$ cat src/rtl/mem_arbiter.sv
// Shares the single-port RAM between the CPU and one DMA requester, stalling the CPU
// through cpu_RDY while DMA owns the port and capping DMA bursts at MAX_BURST grants.
module mem_arbiter #(
    parameter int              AW        = 24,
    parameter int              DW        = 8,
    parameter int              MAX_BURST = 16,
    parameter logic [AW-1:0]   VEC_BASE  = 24'hFFFFF0
) (
    input  logic          clk,
    input  logic          reset,
    input  logic          ext_rdy,
    input  logic [AW-1:0] cpu_AB,
    input  logic [DW-1:0] cpu_DO,
    input  logic          cpu_WE,
    output logic [DW-1:0] cpu_DI,
    output logic          cpu_RDY,
    input  logic          dma_req,
    input  logic [AW-1:0] dma_addr,
    input  logic [DW-1:0] dma_wdata,
    input  logic          dma_we,
    output logic          dma_gnt,
    output logic          dma_rvalid,
    output logic [DW-1:0] dma_rdata,
    output logic          dma_err,
    output logic [AW-1:0] mem_AB,
    output logic [DW-1:0] mem_DO,
    output logic          mem_WE,
    output logic          mem_RDY,
    input  logic [DW-1:0] mem_DI,
    output logic          dbg_state_o,
    output logic [7:0]    dbg_burst_cnt_o
);

    typedef enum logic {
        S_CPU = 1'b0,
        S_DMA = 1'b1
    } state_t;

    typedef enum logic [1:0] {
        OWN_NONE = 2'd0,
        OWN_CPU  = 2'd1,
        OWN_DMA  = 2'd2
    } owner_t;

    localparam logic [7:0] BURST_LAST = 8'(MAX_BURST - 1);

    state_t        state_q;
    logic [7:0]    burst_cnt_q;
    owner_t        owner_q;
    owner_t        owner_d;
    logic [DW-1:0] cpu_di_hold_q;
    logic          dma_rvalid_q;
    logic          dma_err_q;
    logic          in_dma;
    logic          vec_hit;

    assign in_dma  = (state_q == S_DMA);
    assign vec_hit = (dma_addr >= VEC_BASE);

    // Handshake: a DMA access is accepted in every cycle where dma_req and dma_gnt are
    // both high; an accepted read returns dma_rdata with dma_rvalid exactly one cycle later.
    assign mem_AB  = in_dma ? dma_addr  : cpu_AB;
    assign mem_DO  = in_dma ? dma_wdata : cpu_DO;
    assign mem_WE  = in_dma ? (dma_we & dma_req & ~vec_hit) : cpu_WE;
    assign mem_RDY = in_dma ? (ext_rdy & dma_req) : ext_rdy;
    assign cpu_RDY = ~in_dma & ext_rdy;
    assign dma_gnt = in_dma & ext_rdy & dma_req;

    // The CPU sees live RAM data only right after its own access; otherwise the held copy.
    assign cpu_DI     = (owner_q == OWN_CPU) ? mem_DI : cpu_di_hold_q;
    assign dma_rdata  = mem_DI;
    assign dma_rvalid = dma_rvalid_q;
    assign dma_err    = dma_err_q;

    assign dbg_state_o     = state_q;
    assign dbg_burst_cnt_o = burst_cnt_q;

    always_comb begin
        owner_d = OWN_NONE;
        if (mem_RDY) begin
            owner_d = in_dma ? OWN_DMA : OWN_CPU;
        end
    end

    always_ff @(posedge clk or posedge reset) begin
        if (reset) begin
            state_q     <= S_CPU;
            burst_cnt_q <= '0;
        end else if (ext_rdy) begin
            case (state_q)
                S_CPU: begin
                    if (dma_req) begin
                        state_q     <= S_DMA;
                        burst_cnt_q <= '0;
                    end
                end
                S_DMA: begin
                    if (!dma_req || burst_cnt_q == BURST_LAST) begin
                        state_q <= S_CPU;
                    end else begin
                        burst_cnt_q <= burst_cnt_q + 8'd1;
                    end
                end
                default: state_q <= S_CPU;
            endcase
        end
    end

    always_ff @(posedge clk or posedge reset) begin
        if (reset) begin
            owner_q       <= OWN_CPU;
            cpu_di_hold_q <= '0;
            dma_rvalid_q  <= 1'b0;
            dma_err_q     <= 1'b0;
        end else begin
            dma_rvalid_q <= dma_gnt & ~dma_we;
            dma_err_q    <= dma_gnt & dma_we & vec_hit;
            if (ext_rdy) begin
                owner_q <= owner_d;
                if (owner_q == OWN_CPU) begin
                    cpu_di_hold_q <= mem_DI;
                end
            end
        end
    end

endmodule

$ cat config.mk
export PLATFORM = sky130hd
export DESIGN_NAME = mem_arbiter
export DESIGN_NICKNAME = d
export VERILOG_FILES = /design/src/rtl/mem_arbiter.sv
export SDC_FILE = /design/constraint.sdc
export NUM_CORES = 1
export LEC_CHECK = 0
export CAP_MARGIN = 10
export CELL_PAD_IN_SITES_DETAIL_PLACEMENT = 1
export CELL_PAD_IN_SITES_GLOBAL_PLACEMENT = 1
export CORE_MARGIN = 2
export CORE_UTILIZATION = 21
export DETAILED_ROUTE_END_ITERATION = 8
export GPL_TIMING_DRIVEN = 0
export HOLD_SLACK_MARGIN = 0.15
export PLACE_DENSITY = 0.89
export SETUP_SLACK_MARGIN = 0.15
export SLEW_MARGIN = 30
export SYNTH_ARGS = -nofsm -noshare
export SYNTH_HDL_FRONTEND = slang
export SYNTH_SLANG_ARGS = --single-unit
$ cat constraint.sdc
create_clock -name clk -period 1.94 [get_ports clk]
set_clock_uncertainty 0.05 [all_clocks]
set_input_delay 0.194 -clock clk [delete_from_list [all_inputs] [get_ports clk]]
set_output_delay 0.194 -clock clk [all_outputs]
set_load 0.01 [all_outputs]
# Yosys cells after proc, flatten, opt, wreduce, memory -nomap -nowiden
# Index checks and enable logic that the tools add are counted.
# word_totals
ff_bits	21
inputBits	78
out_inout_bits	63
word_cells	40
# classes
addsub	1
order_cmp	1
n_eq_ne	4
muxes	13
bitwise	12
n_reduce_logical	3
# ops
op	n
8-bit 2-to-1 mux	4
24-bit >= comparator (second input constant)	1
24-bit 2-to-1 mux	1
8-bit one-hot mux with 2 select lines	1
1-bit AND	9
8-bit by 1-bit adder with 8-bit output (second input constant)	1
8-bit by 4-bit == test with 1-bit output (second input constant)	1
1-bit 2-to-1 mux	4
2-bit 2-to-1 mux	2
2-bit != test (second input constant)	2
1-bit NOT	3
3-bit AND reduction	1
2-bit by 1-bit == test with 1-bit output (second input constant)	1
1-bit one-hot mux with 2 select lines	1
1-bit zero test	1
1-bit logical OR	1

# Longest topological paths before layout
# depth
ltp_word	4
depth_mapped	6
depth_no_buf	5

# Least setup slack after synthesis
# OpenSTA, ideal clock, no wires.
# synth_timing
path_kind	reg-to-reg
startpoint	reg burst_cnt_q[0] (netlist: dbg_burst_cnt_o[0])
endpoint	reg burst_cnt_q[3] (netlist: dbg_burst_cnt_o[3])
setup_time_ps	69
t_arrival_ps	1731
required_ps	1821
slack_ps	90
stages_incl_launch_ff	7
path_buffers	1
synth_period_minus_slack_ps	1850
cell_sequence	dfrtp_1 > ha_1 > and3_4 > a41o_1 > buf_6 > or4_1 > nand3_1
# synth_via
elab_chain_len	4
word_cells_on_any_way	7
classes_between	1 x add/sub; 2 x eq/ne; 2 x mux; 2 x reduce/logical
# synth_lines
element	line	text
from (decl)	48	logic [7:0] burst_cnt_q;
from (signal assigned)	101	burst_cnt_q <= burst_cnt_q + 8'd1;
parallel branches: the longest is 4 deep, another holds 8-bit by 1-bit adder with 8-bit output	--	
# Several ways; the timed one is not identified. The select of a mux whose other input is x is not followed.
# A chain may end at the register's enable or synchronous reset.

# Final worst setup path
# layout_timing
startpoint	reg owner_q[0]
endpoint	out cpu_DI[0]
# layout_via
elab_chain_len	2
# layout_lines
element	line	text
from (decl)	49	owner_t owner_q;
from (signal assigned)	119	owner_q <= owner_d;
2-bit by 1-bit == test with 1-bit output	70	assign cpu_DI = (owner_q == OWN_CPU) ? mem_DI : cpu_di_hold_q;
8-bit 2-to-1 mux	--	
to (decl)	15	output logic [DW-1:0] cpu_DI,
# No other way between the ends.

==> flow_summary.ini <==
[power_and_ir_drop]
internal_power_w = 0.00150
pwr-share-seq_pct = 27.9
clkPwrFrac_pct = 13.6
share_comb_of_total_power_pct = 58.5
p_sw_w = 0.000691
leakagePower_nw = 1.68
pwr_density_cell_nw_per_um2 = 594
swShare_pct = 31.5
peakVddDrop_uv = 226

[finish]
design_area_um2 = 3690
finalNetCount = 407
fillers = 768
n_antenna_cell = 0
drive_gt1_share_pct = 48.9
area_growth_syn_to_layout_pct = 141

[sta]
max_slew_margin_pct = 44.7
fmax_mhz = 528
min_period_ns = 1.89
worst_pin_slew_ns = 0.828
drv_slew = 0
rsz0062_at_grt = yes
layout_setup_ws_ns = 0.0470
finalCritPeriodShare_pct = 97.6
finalHoldViolCount = 0
whs_ns = 0.339
setup_violations = 0

[global_routing]
grt_first_pass_wirelength_mm = 10.2
grt_pass1_vias = 1976
top_usage_layer = met2
grt-ovfl-total = 0
grt_start_max_net_pins = 22
antenna_found_initial = 0
grt_use_total_pct = 16.7
grt_util_met1_pct = 19.0
gr-usage-met3_pct = 2.77
grtUsageMet2_pct = 31.8

[routing]
routedWlPerCell_um = 19.1
drc_errors = 0
wl_mm = 8.13
ant_nets = 0
firstDrtPassIters = 4
viasPerCell = 4.51
routed-via-count = 1921
drt-initial-drc-count = 60

[critical_path]
r2r_start = owner_q[0]$_DFFE_PP1P_
critPathLaunch = owner_q[0]$_DFFE_PP1P_
critPathLaunchType = flop
cp.required_ns = 1.70
crit_type = flop to output port
reg2reg_slack_ns = 0.14
cp.arrival_ns = 1.65
critPathMaxFanout = 7
end_kind = output port

[synth]
ys_types = 33
syn-cell-area_um2 = 1530
syn_nets = 227
avgSynthCellArea_um2 = 10.3
ys_ff_latch = 21
syn_inst = 148
synth-seq-area-share_pct = 34.4
yosysWarnings = 0

[die]
coreArea_um2 = 7140
dieHeight_um = 89.4
num_rows = 31
start_util_pct = 21.5
io_pins = 141
fp.dieW_um = 89.4
fp.dieArea_um2 = 7990

[worst_hold_path]
hold_path.class = input pin to async pin

[job]
maxCapViolations = 0

[placement]
pre_cts_ws_ns = -0.520
io_buffers = 140
place_area_um2 = 3060
post-dp-hpwl_mm = 5.20
routabilityCongestion = 0.834

[cts]
cts_max_level = 1
path_clk_slew_ns = 0.08
clk_latency_ns = 0.27
numCtsBuffers = 3
ctsHoldBuffers = 0
cts_root_buf = clkbuf_8
clkSinkCount = 21
cts_tree = yes
clk_path_buf_depth = 2

[status]
status = complete, no violations
==> power by group through the flow <==
stage / Sequential [W] / Combinational (W) / Clock [W]
2_1_floorplan: 0.000596 / 0.000393 / 0
3_3_place_gp: 0.000595 / 0.000916 / 0
3_5_place_dp: 0.000607 / 0.000947 / 0
4_1_cts: 0.000604 / 0.00107 / 0.000288
5_1_grt: 0.000626 / 0.00136 / 0.000315
6_report: 0.000612 / 0.00128 / 0.000297
==> critical path: stages (launching register included) <==
cell	delay [ns]
dfstp_2	0.54
inv_2	0.05
nor2_4	0.10
buf_12	0.14
buf_6	0.11
mux2_4	0.31
buf_6	0.13
==> Yosys cell counts, drive strengths merged <==
cell    instances  share of area (%)
dfstp           1                1.7
a31oi           1               0.41
nor3            3               0.98
nand4           6                2.5
a21o            1               0.57
nand3           5                1.6
o31ai           2               0.98
a32o            1               0.65
and4            1               0.65
nand2          11                2.7
o211ai          1               0.49
a41oi           1               0.57
nor2            5                1.2
buf            14                6.2
clkbuf          1               0.24
a41o            2                1.4
dfrtp          20                 33
and3            2                1.1
o21ai           6                2.0
ha              1               0.82
or4             1               0.49
inv             8                2.0
nand3b          2               0.98
a21oi           1               0.33
o21a            1               0.49
mux2           48                 35
and2            1               0.41
a22o            1               0.57
==> sequential cells by signal (all words and copies together) (netlist names) <==
register         flops
dma_rvalid           1
dbg_state_o          1
cpu_di_hold_q        8
dma_err              1
dbg_burst_cnt_o      8
owner_q              2
==> cell type report <==
class                   count  area [um^2]  area share (%)
well taps                  99          124            3.36
multi-input cells         104         1010            27.5
flip-flops and latches     21          529            14.4
inverters                   8         33.8           0.916
clock buffers               3         41.3            1.12
clock inverters             1         5.00           0.136
repair buffers            175         1780            48.2
plain buffers              15          161            4.38
==> kinds of logic (layout without fill, tap and decap cells) <==
kind of cell | Yosys count | after routing | synth area share, %
muxes | 48 | 48 | 35.3
AOI/OAI and AO/OA | 18 | 18 | 8.42
and+or+nand+nor | 37 | 37 | 12.7
buffers and inverters | 23 | 202 | 8.41
adders and majority gates | 1 | 1 | 0.817
DFF | 21 | 21 | 34.4
==> layer usage <==
metal  share of wire, %  vias up
li1                   -      891
met1                 39      937
met2                 54       78
met3                5.5       15
met4                2.3        0
met5                  0        -
==> worst paths after layout <==
| path | end | cells after the start |
|---|---|---|
| setup / recovery | cpu_DI[0] | 6 |
| min in group clk | cpu_di_hold_q[5]$_DFFE_PP0P_ | 2 |
| max in group asynchronous | dbg_burst_cnt_o[1]$_DFFE_PP0P_ | 2 |
| hold reg to reg | cpu_di_hold_q[3]$_DFFE_PP0P_ | 1 |
| hold / removal | cpu_di_hold_q[3]$_DFFE_PP0P_ | 2 |
| setup reg to reg | cpu_di_hold_q[1]$_DFFE_PP0P_ | 7 |
==> cell usage in the layout (no fill, tap or decap), drive strengths merged, types with 2 or more instances in the layout <==
cell type,count
a41o,2
nand2,11
inv,7
mux2,48
buf,87
nor3,3
o21ai,6
o31ai,2
nand4,6
nand3b,2
dfrtp,20
clkdlybuf4s50,92
clkbuf,7
dlymetal6s2s,5
nor2,5
and3,2
nand3,5
==> through the flow <==
step	util, %	TNS [ns]	power, W	std cells
after detailed placement	42.9	-12.40	0.00155	387
after CTS	46.0	0	0.00196	412
final	51.6	0	0.00219	426
after global placement	42.9	-10.27	0.00151	387
after global routing	51.6	-0.00121	0.00230	426
after floorplan	-	0	0.000988	148
==> repair_timing <==
action,4_1_cts,5_1_grt
resized for setup,204,65
setup buffers,21,12
pin swaps,6,7
cloned,0,2
endpoints found under the setup margin,53,48
(Power assumes the default switching activity.)
